File: src/rtl/spike_issue_queue.sv
// -----------------------------------------------------------------------------
// spike_issue_queue
//   Upstream feeder for the TCAM routing memory. Neuron fire events (packet
//   IDs) are buffered in a FIFO and issued to the memory at most once per
//   cycle as a compare lookup. Issue is held while the memory is busy with
//   configuration traffic. A small tracking pipeline follows every lookup so
//   the consumer sees the source ID aligned with the memory's result.
//
// Ports
//   clk              in   rising-edge clock
//   rst_n            in   asynchronous active-low reset
//   Spike_Valid_In   in   fire event present
//   Spike_ID_In      in   firing neuron packet ID
//   Spike_Ready_Out  out  queue can accept an event this cycle
//   Flush_In         in   synchronous clear of queue and tracking
//   Cfg_Busy_In      in   memory busy; no lookups allowed
//   CS_Out           out  memory chip select for the lookup
//   CMP_Out          out  memory compare strobe
//   PacketID_Out     out  lookup key to the memory
//   Result_Valid_Out out  memory output this cycle belongs to a lookup
//   Result_ID_Out    out  source ID of that lookup
//   Count_Out        out  current FIFO occupancy, 0..Depth
// -----------------------------------------------------------------------------
module spike_issue_queue #(
  parameter int ID_Width    = 4,
  parameter int Depth       = 8,
  parameter int PtrWidth    = 3,
  parameter int Mem_Latency = 2
) (
  input  logic                clk,
  input  logic                rst_n,
  input  logic                Spike_Valid_In,
  input  logic [ID_Width-1:0] Spike_ID_In,
  output logic                Spike_Ready_Out,
  input  logic                Flush_In,
  input  logic                Cfg_Busy_In,
  output logic                CS_Out,
  output logic                CMP_Out,
  output logic [ID_Width-1:0] PacketID_Out,
  output logic                Result_Valid_Out,
  output logic [ID_Width-1:0] Result_ID_Out,
  output logic [PtrWidth:0]   Count_Out
);

  typedef enum logic [1:0] {
    S_IDLE  = 2'd0,
    S_RUN   = 2'd1,
    S_STALL = 2'd2
  } state_t;

  localparam logic [PtrWidth:0]   C_DEPTH   = (PtrWidth+1)'(Depth);
  localparam logic [PtrWidth:0]   C_CNT_ONE = {{PtrWidth{1'b0}}, 1'b1};
  localparam logic [PtrWidth:0]   C_CNT_0   = {(PtrWidth+1){1'b0}};
  localparam logic [PtrWidth-1:0] C_PTR_ONE = {{(PtrWidth-1){1'b0}}, 1'b1};
  localparam logic [PtrWidth-1:0] C_PTR_0   = {PtrWidth{1'b0}};
  localparam logic [ID_Width-1:0] C_ID_0    = {ID_Width{1'b0}};

  logic [ID_Width-1:0]    r_mem [Depth];
  logic [PtrWidth-1:0]    r_wr_ptr;
  logic [PtrWidth-1:0]    r_rd_ptr;
  logic [PtrWidth:0]      r_count;
  state_t                 r_state;
  logic                   r_cs;
  logic                   r_cmp;
  logic [ID_Width-1:0]    r_pkt_id;
  logic [Mem_Latency-1:0] r_trk_vld;
  logic [ID_Width-1:0]    r_trk_id [Mem_Latency];

  logic                   w_ready;
  logic                   w_push;
  logic                   w_pop;
  logic [PtrWidth:0]      w_count_nxt;

  // Ready depends only on the registered count, so a full queue refuses an
  // event even when a pop happens on the same edge.
  assign w_ready = (r_count != C_DEPTH);
  assign w_push  = Spike_Valid_In & w_ready & ~Flush_In;
  // STALL may pop on the very edge busy drops, so a busy pulse of N cycles
  // leaves a strobe gap of exactly N cycles. IDLE always means count == 0.
  assign w_pop   = (r_state != S_IDLE) & (r_count != C_CNT_0) &
                   ~Cfg_Busy_In & ~Flush_In;

  // Next occupancy from the push/pop pair.
  always_comb begin
    w_count_nxt = r_count;
    case ({w_push, w_pop})
      2'b10:   w_count_nxt = r_count + C_CNT_ONE;
      2'b01:   w_count_nxt = r_count - C_CNT_ONE;
      default: w_count_nxt = r_count;
    endcase
  end

  // FIFO storage and pointers; flush rewinds both pointers.
  always_ff @(posedge clk or negedge rst_n) begin
    if (!rst_n) begin
      r_wr_ptr <= C_PTR_0;
      r_rd_ptr <= C_PTR_0;
      r_count  <= C_CNT_0;
      for (int i = 0; i < Depth; i++) begin
        r_mem[i] <= C_ID_0;
      end
    end else if (Flush_In) begin
      r_wr_ptr <= C_PTR_0;
      r_rd_ptr <= C_PTR_0;
      r_count  <= C_CNT_0;
    end else begin
      if (w_push) begin
        r_mem[r_wr_ptr] <= Spike_ID_In;
        r_wr_ptr        <= r_wr_ptr + C_PTR_ONE;
      end
      if (w_pop) begin
        r_rd_ptr <= r_rd_ptr + C_PTR_ONE;
      end
      r_count <= w_count_nxt;
    end
  end

  // Issue FSM with registered lookup strobes and key.
  always_ff @(posedge clk or negedge rst_n) begin
    if (!rst_n) begin
      r_state  <= S_IDLE;
      r_cs     <= 1'b0;
      r_cmp    <= 1'b0;
      r_pkt_id <= C_ID_0;
    end else if (Flush_In) begin
      r_state <= S_IDLE;
      r_cs    <= 1'b0;
      r_cmp   <= 1'b0;
    end else begin
      r_cs  <= w_pop;
      r_cmp <= w_pop;
      if (w_pop) begin
        r_pkt_id <= r_mem[r_rd_ptr];
      end
      case (r_state)
        S_IDLE: begin
          if (w_count_nxt != C_CNT_0) r_state <= S_RUN;
          else                        r_state <= S_IDLE;
        end
        S_RUN, S_STALL: begin
          if (Cfg_Busy_In)                 r_state <= S_STALL;
          else if (w_count_nxt == C_CNT_0) r_state <= S_IDLE;
          else                             r_state <= S_RUN;
        end
        default: r_state <= S_IDLE;
      endcase
    end
  end

  // Tracking pipeline: each stage carries {valid, ID} of one lookup so the
  // last stage lines up with the memory's result.
  always_ff @(posedge clk or negedge rst_n) begin
    if (!rst_n) begin
      r_trk_vld <= {Mem_Latency{1'b0}};
      for (int i = 0; i < Mem_Latency; i++) begin
        r_trk_id[i] <= C_ID_0;
      end
    end else begin
      r_trk_id[0] <= r_pkt_id;
      for (int i = 1; i < Mem_Latency; i++) begin
        r_trk_id[i] <= r_trk_id[i-1];
      end
      if (Flush_In) begin
        r_trk_vld <= {Mem_Latency{1'b0}};
      end else begin
        r_trk_vld[0] <= r_cmp;
        for (int i = 1; i < Mem_Latency; i++) begin
          r_trk_vld[i] <= r_trk_vld[i-1];
        end
      end
    end
  end

  assign Spike_Ready_Out  = w_ready;
  assign CS_Out           = r_cs;
  assign CMP_Out          = r_cmp;
  assign PacketID_Out     = r_pkt_id;
  assign Result_Valid_Out = r_trk_vld[Mem_Latency-1];
  assign Result_ID_Out    = r_trk_id[Mem_Latency-1];
  assign Count_Out        = r_count;

endmodule

File: config.mk
export PLATFORM = sky130hd
export DESIGN_NAME = spike_issue_queue
export DESIGN_NICKNAME = d
export VERILOG_FILES = /design/src/rtl/spike_issue_queue.sv
export SDC_FILE = /design/constraint.sdc
export NUM_CORES = 1
export LEC_CHECK = 0
export ABC_CLOCK_PERIOD_IN_PS = 3630
export BUFFER_PORTS_ARGS = -buffer_cell sky130_fd_sc_hd__buf_4
export CELL_PAD_IN_SITES_DETAIL_PLACEMENT = 1
export CELL_PAD_IN_SITES_GLOBAL_PLACEMENT = 1
export CORE_UTILIZATION = 30
export CTS_BUF_LIST = sky130_fd_sc_hd__clkbuf_4
export CTS_CLUSTER_SIZE = 14
export DETAILED_ROUTE_END_ITERATION = 12
export PLACE_DENSITY_LB_ADDON = 0.1
export REMOVE_ABC_BUFFERS = 1
export SLEW_MARGIN = 30
export SYNTH_ARGS = -nofsm -noshare
export SYNTH_HDL_FRONTEND = slang
export SYNTH_SLANG_ARGS = --single-unit
File: constraint.sdc
create_clock -name clk -period 3.63 [get_ports clk]
set_clock_uncertainty 0.15 [all_clocks]
set_input_delay 0.726 -clock clk [delete_from_list [all_inputs] [get_ports clk]]
set_output_delay 0.726 -clock clk [all_outputs]
set_load 0.02 [all_outputs]
### Yosys cells after proc, flatten, opt, wreduce, memory -nomap -nowiden

Index checks and enable logic that the tools add are counted.

* bits in registers: 59
* logic and storage cells: 68

* add/subtract/negate cells: 4
* order comparisons: 3
* equal/unequal tests: 5
* mux-type cells: 19
* bitwise operators: 9
* reduce and logical (&&, ||, !) cells: 11

Operators by type and width (count)
* $bwmux W32: 1
* $mux W4: 4
* $bmux W4 S3: 1
* $demux W4 S3: 1
* $mux W3: 4
* $ge A4 B4 Y1 const B: 2
* $not A3 Y4: 2
* $pmux W4 S2: 1
* $reduce_bool A4 Y1: 2
* $add A3 B1 Y3 const B: 2
* $mux W2: 3
* $reduce_bool A2 Y1: 3
* $and A1 B1 Y1: 5
* $add A4 B1 Y4 const B: 1
* $eq A2 B1 Y1 const B: 2
* $eq A2 B2 Y1 const B: 2
* $logic_not A4 Y1: 1
* $lt A4 B1 Y1 const B: 1
* $ne A4 B4 Y1 const B: 1
* $pmux W2 S2: 1
* $reduce_and A2 Y1: 2
* $sub A4 B1 Y4 const B: 1
* $mux W1: 3
* $logic_not A2 Y1: 1
* 3 further kinds: 4

### Logic depth before layout (Yosys ltp)

Gate-level depths: netlist (run 1).

* word-level depth: 11
* mapped depth: 11

### Least setup slack after synthesis (run 1)

Ideal clock, no wire load.

* path type: register to register
* from: reg r_count[0] (netlist: Count_Out[0])
* to: reg r_count[3] (netlist: Count_Out[3])
* library setup time: 0.078 ns
* arrival: 2.986 ns
* data required time: 3.402 ns
* setup slack: 0.416 ns
* stages on the path, launching flop included: 11
* path buffers: 1
* cell sequence: dfrtp_1 or4b_4 and2_4 buf_6 or2b_1 ha_1 ha_1 a21oi_1 a21boi_0 or4_1 a21oi_1

* elaborated cells on any way between the ends: 13
* those cells by class: add/sub (2); eq/ne (3); mux (2); bitwise (5); reduce/logical (1)

RTL lines
* from (decl): line 61 `logic [PtrWidth:0] r_count;`
* from (signal assigned): line 114 `r_count <= w_count_nxt;`
* $ne A4 B4 Y1 (*): line 76 `assign w_ready = (r_count != C_DEPTH);`
* net Spike_Ready_Out: line 34 `output logic Spike_Ready_Out,`
* $and A1 B1 Y1 (*) (2 in a row): line 77 `assign w_push = Spike_Valid_In & w_ready & ~Flush_In;`
* $eq A2 B1 Y1 / $eq A2 B2 Y1 (equally long branches): line 86 `case ({w_push, w_pop})`
* $pmux W4 S2 (*): line 86
* $mux W4 (*): line 102 `end else if (Flush_In) begin`

Mark *: on every way through the listed nets, which the timed path passes. The rest lies on a longest branch.
A chain may end at the register's enable or synchronous reset.

### Worst setup path in the final report (run 1)

* from: reg r_count[0] (netlist: Count_Out[0])
* to: reg r_count[3] (netlist: Count_Out[3])

* longest elaborated chain between the ends: 7
* elaborated cells on any way between the ends: 13
* those cells by class: add/sub (2); eq/ne (3); mux (2); bitwise (5); reduce/logical (1)

RTL lines
* $reduce_bool A4 Y1: line 80 `assign w_pop = (r_state != S_IDLE) & (r_count != C_CNT_0) &`
* $and A1 B1 Y1 (2 in a row): line 80
* $and A1 B1 Y1: line 81 `~Cfg_Busy_In & ~Flush_In;`
* $eq A2 B1 Y1 / $eq A2 B2 Y1 (equally long branches): line 86
* $pmux W4 S2 (*): line 86
* $mux W4 (*): line 102

Every way passes the cells marked *; elsewhere a longest branch is shown, timed or not.

==> impl_metrics.ini, run 1 <==
[run_status]
status = complete, no violations

[placement]
gp_congestion = 0.7552
dp_hpwl_um = 4061
dp_cells = 315
numPortBuffers = 24
place_ws_ns = 0.3412

[power_and_ir_drop]
power_density_nw_per_um2 = 497.3
p_leak_nw = 1.434
ir_worst_vdd_mv = 0.1294

[clock_tree]
postCtsSetupRepairBufs = 0
numCtsBuffers = 9
clock_path_buffers = 2
cts_tree = built
htreeDepth = 3
clock-root-buffer = clkbuf_4
cts.sinks = 59
insertion_delay_ns = 0.40
cts_resized = 0
clk_pin_slew_ns = 0.11
hold_buffers = 0

[die]
die_w_um = 97.11
dieArea_um2 = 9430
die_h_um = 97.11
ios = 25
core-area_um2 = 8721
initial_core_util = 0.3112
rows = 34

[worst_setup_path]
required_ns = 3.82
cp_max_fo = 8
startpoint_type = register
cp.arrival_ns = 3.51
critPathKind = register to register
cp-end-kind = register

[synth]
syn_avg_cell_area_um2 = 13.85
yosysTopAreaCell = dfrtp_1
synth.area.top_cells = dfrtp_1 (54%), mux2_2 (15%), mux4_2 (6.6%)
async_flop_share = 1.000
synth-edff-count = 0
synth.distinct_cells = 38
yosysTopAreaCellShare = 0.5440
ys.flop_type = dfrtp_1
yosysWarnings = 0
yosysSeqAreaShare = 0.5440
synthCells = 196
ys_ff_latch = 59
synth_area_um2 = 2714

[route]
totalWireLength_um = 5904
avgRoutedWirePerCell_um = 17.84
drt_iter0_drc = 29
ant_nets = 0
drcViolationCount = 0
vias = 1612
drtPass1Iterations = 4
viasPerCell = 4.870

[global_routing]
antenna_found_initial = 0
grt_pass1_wl_um = 9956
grt_pass1_vias = 1867
grt-ovfl-total = 0
grtUsageTotal = 0.1403
grt_max_degree = 60

[worst_hold_path]
hold_class = register to register

[timing]
hold_slack_ns = 0.2096
final_hold_viol_count = 0
setup_viol = 0
fin_crit_sh = 0.9170
rsz0062_at_grt = no
fin_tns_setup_ns = 0
layout_min_cycle_time_ns = 3.329
fin_ws_ns = 0.3012
timing.fmax_mhz = 300.4
slew_headroom = 0.4179
worstMarginPinSlew_ns = 0.8665
slew_violations = 0

[cells_and_area]
final_common_cell = dfrtp_1
diodes = 0
instances_no_fill = 331
final_util = 0.3514
syn_to_final_growth_pct = 12.91
num-fill-cells = 906
layout-drive-gt1-share = 0.4081
seqCellArea_um2 = 1476
final_cell_mix = dfrtp_1 (59), mux2_2 (36), buf_4 (25), nor2_1 (14), clkbuf_4 (10)
nNetsFinal = 235
multiInputGateArea_um2 = 1146

[run]
maxCapViolCount = 0
==> sequential cells by signal, indices dropped and copies added, names as in the netlist <==
signal,cells
CMP_Out,1
Count_Out,4
PacketID_Out,4
Result_ID_Out,4
r_mem,32
r_rd_ptr,3
r_state,2
r_trk_id,4
r_trk_vld,2
r_wr_ptr,3
==> layer usage <==
layer / track usage / routed length (um) / vias up
li1: - / - / 744
met1: 0.1664 / 2490 / 837
met2: 0.2384 / 3117 / 24
met3: 0.04604 / 218 / 7
met4: 0.04822 / 78 / 0
met5: 0 / 0 / -
==> layout make-up <==
| class | instances | area share |
|---|---|---|
| repair buffers | 25 | 0.06125 |
| clock inverters | 6 | 0.01062 |
| multi-input cells | 120 | 0.3740 |
| well taps | 108 | 0.04410 |
| clock buffers | 10 | 0.02450 |
| flip-flops and latches | 59 | 0.4818 |
| inverters | 3 | 0.003675 |
==> critical path, stage by stage (launching register included) <==
cell	delay [ns]
dfrtp_1	0.50
nor4_1	0.60
or3_1	0.29
nor2_1	0.08
ha_1	0.26
ha_1	0.35
a21oi_1	0.19
a21boi_0	0.17
or4_1	0.50
a21oi_1	0.16
==> path summary, 6_finish.rpt <==
kind                         startpoint                to  slack [ns]  depth (start not counted)
max                        Count_Out[0]      Count_Out[3]        0.30                          9
min                         r_trk_id[7]  Result_ID_Out[3]        0.21                          0
max reg2reg                Count_Out[0]      Count_Out[3]        0.30                          9
min reg2reg                 r_trk_id[7]  Result_ID_Out[3]        0.21                          0
max in group asynchronous         rst_n           CMP_Out        2.58                          1
min in group asynchronous         rst_n         r_mem[26]        0.23                          1
==> Yosys cell counts, types with 2 or more instances <==
cell type	n
mux2i_1	2
a21oi_1	5
inv_1	3
mux2_2	36
clkbuf_1	6
buf_4	5
mux2_4	4
xor2_1	3
nor2_1	14
xnor2_1	3
nor2b_1	3
dfrtp_1	59
ha_1	7
nand2_1	6
nor3_1	4
mux4_2	8
nand4_1	4
nand3_1	3
or3_1	2
==> cells by family (layout without fill, tap and decap cells) <==
kind of cell,Yosys count,in the layout,synth area share
DFF,59,59,0.5440
muxes,50,50,0.2453
and+or+nand+nor,47,47,0.09820
buffers and inverters,17,44,0.03365
AOI/OAI and AO/OA,9,9,0.01982
adders and majority gates,8,8,0.03965
xor gates and xnor gates,6,6,0.01937
==> power breakdown <==
| group | internal [mW] | leakage (nW) | switching, mW |
|---|---|---|---|
| logic | 0.162 | 0.589 | 0.138 |
| clock network | 0.141 | 0.0573 | 0.242 |
| registers | 0.773 | 0.788 | 0.0674 |
==> per-stage QoR <==
stage	total power [mW]	cell area, um^2
after floorplan	1.021	2634
after global routing	1.610	3064
final	1.524	3064
after detailed placement	1.161	2957
after global placement	1.143	2957
after CTS	1.552	3064
No activity file was read; power rests on OpenSTA's default activity.
==> inputs of run 2 (changes only) <==
--- a/config.mk
+++ b/config.mk
@@ -9,6 +9,7 @@
 export BUFFER_PORTS_ARGS = -buffer_cell sky130_fd_sc_hd__buf_4
 export CELL_PAD_IN_SITES_DETAIL_PLACEMENT = 1
 export CELL_PAD_IN_SITES_GLOBAL_PLACEMENT = 1
+export CORE_ASPECT_RATIO = 0.75
 export CORE_UTILIZATION = 30
 export CTS_BUF_LIST = sky130_fd_sc_hd__clkbuf_4
 export CTS_CLUSTER_SIZE = 14
==> run 2 against run 1 <==
Against the previous run:
- the run now ends with DRC left
- register-to-register slack improved by 0.05 ns
- clock power about the same
- power is 0.13% lower
- fmax grew 1.7%
- critical path depth did not move
- worst setup slack gained 0.054 ns
- critical path type unchanged
- critical endpoint unchanged
==> impl_metrics.ini, run 2 (synthesis results as in run 1) <==
[die]
dieArea_um2 = 9435
die_w_um = 111.8
initial_core_util = 0.3156
core-area_um2 = 8600
ios = 25
rows = 29
die_h_um = 84.37

[global_routing]
grt_pass1_wl_um = 9915
grt-ovfl-total = 0
grtUsageTotal = 0.1438
grt_pass1_vias = 1817
grt_max_degree = 60
antenna_found_initial = 0

[worst_setup_path]
startpoint = Count_Out[0]
cp-end-kind = register
max_stage_delay_ns = 0.59
r2r_end = Count_Out[3]
cpLargestDelayFamily = simple AND/OR/NAND/NOR gates
r2r_setup_slack_ns = 0.36
ff2ff_path_depth = 9
cp_max_fo = 9
crit_end = Count_Out[3]
critPathKind = register to register
worst-path-stages = 9
startpoint_type = register
required_ns = 3.82
worst-path-buf-inv = 0
slowest_stage = or4b_4
cp.arrival_ns = 3.47
r2r-start = Count_Out[0]
path_cells = or4b_4 > and2_4 > or2b_1 > ha_1 > ha_1 > a21oi_1 > a21boi_0 > or4_1 > a21oi_1

[clock_tree]
clock_path_buffers = 2
clock-root-buffer = clkbuf_4
cts.sinks = 59
postCtsSetupRepairBufs = 0
cts_resized = 0
insertion_delay_ns = 0.41
numCtsBuffers = 9
clk_pin_slew_ns = 0.10
hold_buffers = 0
cts_tree = built
htreeDepth = 3

[placement]
numPortBuffers = 24
dp_hpwl_um = 4231
gp_congestion = 0.6802

[timing]
final_hold_viol_count = 0
worstMarginPinSlew_ns = 0.8475
setup_viol = 0
hold_slack_ns = 0.1950
layout_min_cycle_time_ns = 3.275
rsz0062_at_grt = no
fin_tns_setup_ns = 0
timing.fmax_mhz = 305.4
slew_violations = 0
slew_headroom = 0.4306
fin_crit_sh = 0.9021

[cells_and_area]
final_common_cell = dfrtp_1
final_cell_mix = dfrtp_1 (59), mux2_2 (36), buf_4 (25), nor2_1 (14), clkbuf_4 (12)
multiInputGateArea_um2 = 1146
largest_reg_flops = 32
syn_to_final_growth_pct = 12.91
seqCellArea_um2 = 1476
nNetsFinal = 235
regMostFlops = r_mem
num-fill-cells = 905
diodes = 0
layout-drive-gt1-share = 0.4081

[route]
totalWireLength_um = 5916
drcViolationCount = 2
avgRoutedWirePerCell_um = 17.87
drtPass1Iterations = 8
drt_iter0_drc = 87
ant_nets = 0
viasPerCell = 4.958
vias = 1641

[power_and_ir_drop]
power_density_nw_per_um2 = 496.7
p_leak_nw = 1.443
ir_worst_vdd_mv = 0.2072

[run_status]
violations = DRC
status = finished, violations left

[worst_hold_path]
hold_class = register to register

[run]
maxCapViolCount = 0
## run 2: final cells by class
class,count,area share
clock buffer,12,0.02940
clock inverter,4,0.005717
inverter,3,0.003675
multi-input combinational,120,0.3740
sequential,59,0.4818
tap,108,0.04410
timing repair buffer,25,0.06125
## run 2: worst min path at each step
stage,startpoint,end,cells after the start
6_report,r_trk_id[4],Result_ID_Out[0],0
5_1_grt,r_trk_id[4],Result_ID_Out[0],0
4_1_cts,r_trk_id[4],Result_ID_Out[0],0
3_5_place_dp,r_trk_id[4],Result_ID_Out[0],0
3_3_place_gp,r_trk_id[5],Result_ID_Out[1],0
2_1_floorplan,r_trk_id[4],Result_ID_Out[0],0
## run 2: power breakdown
group	switching (mW)	leakage [nW]	internal, mW	total (mW)
clock	0.226	0.0662	0.158	0.383
combinational	0.138	0.589	0.162	0.300
sequential	0.0655	0.788	0.773	0.838
total	0.430	1.44	1.09	1.52
## run 2: worst register-to-register path, delay by kind of cell, from the launching register on
family / cells / cell delay [ns]
compound gates: 3 / 0.55
fa+ha+maj: 2 / 0.58
flops: 1 / 0.48
simple gates: 4 / 1.45
## run 2: metal layers
| layer | vias to the layer above | track usage | routed length [um] |
|---|---|---|---|
| met5 | - | 0 | 0 |
| met3 | 10 | 0.05704 | 205 |
| met4 | 0 | 0.05774 | 107 |
| met1 | 859 | 0.1885 | 2895 |
| li1 | 742 | - | - |
| met2 | 30 | 0.2123 | 2708 |
## run 2: per-stage QoR
step                      setup slack [ns]  utilization  power [mW]  std cells  cell area, um^2
after global routing               0.07959       0.3563       1.623        331             3064
final                               0.3552       0.3563       1.522        331             3064
after floorplan                     0.5045            -       1.021        182             2634
after detailed placement            0.2841       0.3438       1.157        315             2957
after CTS                           0.3400       0.3563       1.557        331             3064
after global placement              0.4686       0.3438       1.141        315             2957
==> inputs of run 3 (changes only) <==
--- a/config.mk
+++ b/config.mk
@@ -6,7 +6,7 @@
 export NUM_CORES = 1
 export LEC_CHECK = 0
 export ABC_CLOCK_PERIOD_IN_PS = 3630
-export BUFFER_PORTS_ARGS = -buffer_cell sky130_fd_sc_hd__buf_4
+export BUFFER_PORTS_ARGS = -buffer_cell sky130_fd_sc_hd__clkbuf_2
 export CELL_PAD_IN_SITES_DETAIL_PLACEMENT = 1
 export CELL_PAD_IN_SITES_GLOBAL_PLACEMENT = 1
 export CORE_ASPECT_RATIO = 0.75
==> run 3 against run 2 <==
Against the previous run:
- the run still ends with DRC left
- critical endpoint unchanged
- clock-buffer cell count is 2 lower
- largest power group unchanged
- sequential power hardly changed
- global-route usage is 0.26 points higher
==> impl_metrics.ini, run 3 (synthesis results as in run 1) <==
[run_status]
status = finished, violations left
violations = DRC

[worst_setup_path]
cp-end-kind = register
startpoint_type = register
r2r-start = Count_Out[0]
cp.arrival_ns = 3.49
critPathKind = register to register
r2r_end = Count_Out[3]
cp_max_fo = 8
r2r_setup_slack_ns = 0.32
startpoint = Count_Out[0]
ff2ff_path_depth = 9
required_ns = 3.81
crit_end = Count_Out[3]

[die]
core-area_um2 = 8600
ios = 25
die_h_um = 84.37
initial_core_util = 0.3156
die_w_um = 111.8
rows = 29
dieArea_um2 = 9435

[timing]
fin_crit_sh = 0.9110
slew_headroom = 0.4665
fin_ws_ns = 0.3232
slew_violations = 0
layout_min_cycle_time_ns = 3.307
final_hold_viol_count = 0
rsz0062_at_grt = no
fin_tns_setup_ns = 0
timing.fmax_mhz = 302.4
setup_viol = 0
worstMarginPinSlew_ns = 0.7941
hold_slack_ns = 0.1694

[cells_and_area]
final_util = 0.3578
instances_no_fill = 334
final_common_cell = dfrtp_1
regMostFlops = r_mem
largest_reg_flops = 32
final_cell_mix = dfrtp_1 (59), mux2_2 (36), clkbuf_2 (23), nor2_1 (14), clkbuf_4 (11)
layout-drive-gt1-share = 0.4248
multiInputGateArea_um2 = 1146
nNetsFinal = 238
num-fill-cells = 927
diodes = 0
finalInstanceArea_um2 = 3077
syn_to_final_growth_pct = 13.37
seqCellArea_um2 = 1476

[route]
drt_iter0_drc = 54
totalWireLength_um = 5915
ant_nets = 0
drcViolationCount = 2
vias = 1603
avgRoutedWirePerCell_um = 17.71
drtPass1Iterations = 8
viasPerCell = 4.799

[run]
maxCapViolCount = 0

[clock_tree]
hold_buffers = 0
insertion_delay_ns = 0.41
clk_pin_slew_ns = 0.10
postCtsSetupRepairBufs = 0
cts_resized = 0
cts.sinks = 59
clock_path_buffers = 2
cts_tree = built
numCtsBuffers = 9
htreeDepth = 3
clock-root-buffer = clkbuf_4

[placement]
dpl_cell_area_um2 = 2922
numPortBuffers = 24
gp_congestion = 0.7429
place_ws_ns = 0.3316
dp_hpwl_um = 4277
dp_cells = 318

[global_routing]
grt-ovfl-total = 0
grtUsageTotal = 0.1463
grt_pass1_wl_um = 10130
grt_pass1_vias = 1802
antenna_found_initial = 0
grt_max_degree = 44

[power_and_ir_drop]
power_density_nw_per_um2 = 536.6
total_power_mw = 1.651
p_leak_nw = 1.464
ir_worst_vdd_mv = 0.1557

[worst_hold_path]
hold_class = input port to asynchronous set/reset pin
[run 3: how the worst min path moves through the flow]
stage	to	slack, ns	depth (start not counted)
3_5_place_dp	Result_ID_Out[3]	0.19	0
2_1_floorplan	Result_ID_Out[0]	0.18	0
6_report	Result_ID_Out[1]	0.17	1
3_3_place_gp	Result_ID_Out[1]	0.19	0
4_1_cts	Result_ID_Out[1]	0.17	1
5_1_grt	Result_ID_Out[1]	0.18	1
[run 3: critical path, stage by stage, from the launching register on]
cell	delay (ns)
dfrtp_1	0.49
nor4_1	0.58
or3_1	0.29
nor2_1	0.09
ha_1	0.25
ha_1	0.35
a21oi_1	0.20
a21boi_0	0.18
or4_1	0.49
a21oi_1	0.15
[run 3: where the power goes]
group          internal [mW]  leakage, nW  switching (mW)
clock network          0.283       0.0899           0.245
logic                  0.140        0.586           0.144
registers              0.773        0.788          0.0670
[run 3: area by class of cell]
type,count,share of cell area
Sequential cell,59,0.4799
Tap cell,108,0.04392
Timing Repair Buffer,28,0.04961
Clock buffer,10,0.02440
Clock inverter,6,0.02603
Multi-Input combinational cell,120,0.3725
Inverter,3,0.003660
[run 3: metal layers]
| metal | global-route usage | vias up | share of wire |
|---|---|---|---|
| met5 | 0 | - | 0 |
| li1 | - | 755 | - |
| met4 | 0.05651 | 0 | 0.014 |
| met3 | 0.04765 | 8 | 0.036 |
| met1 | 0.2029 | 811 | 0.51 |
| met2 | 0.2117 | 29 | 0.44 |
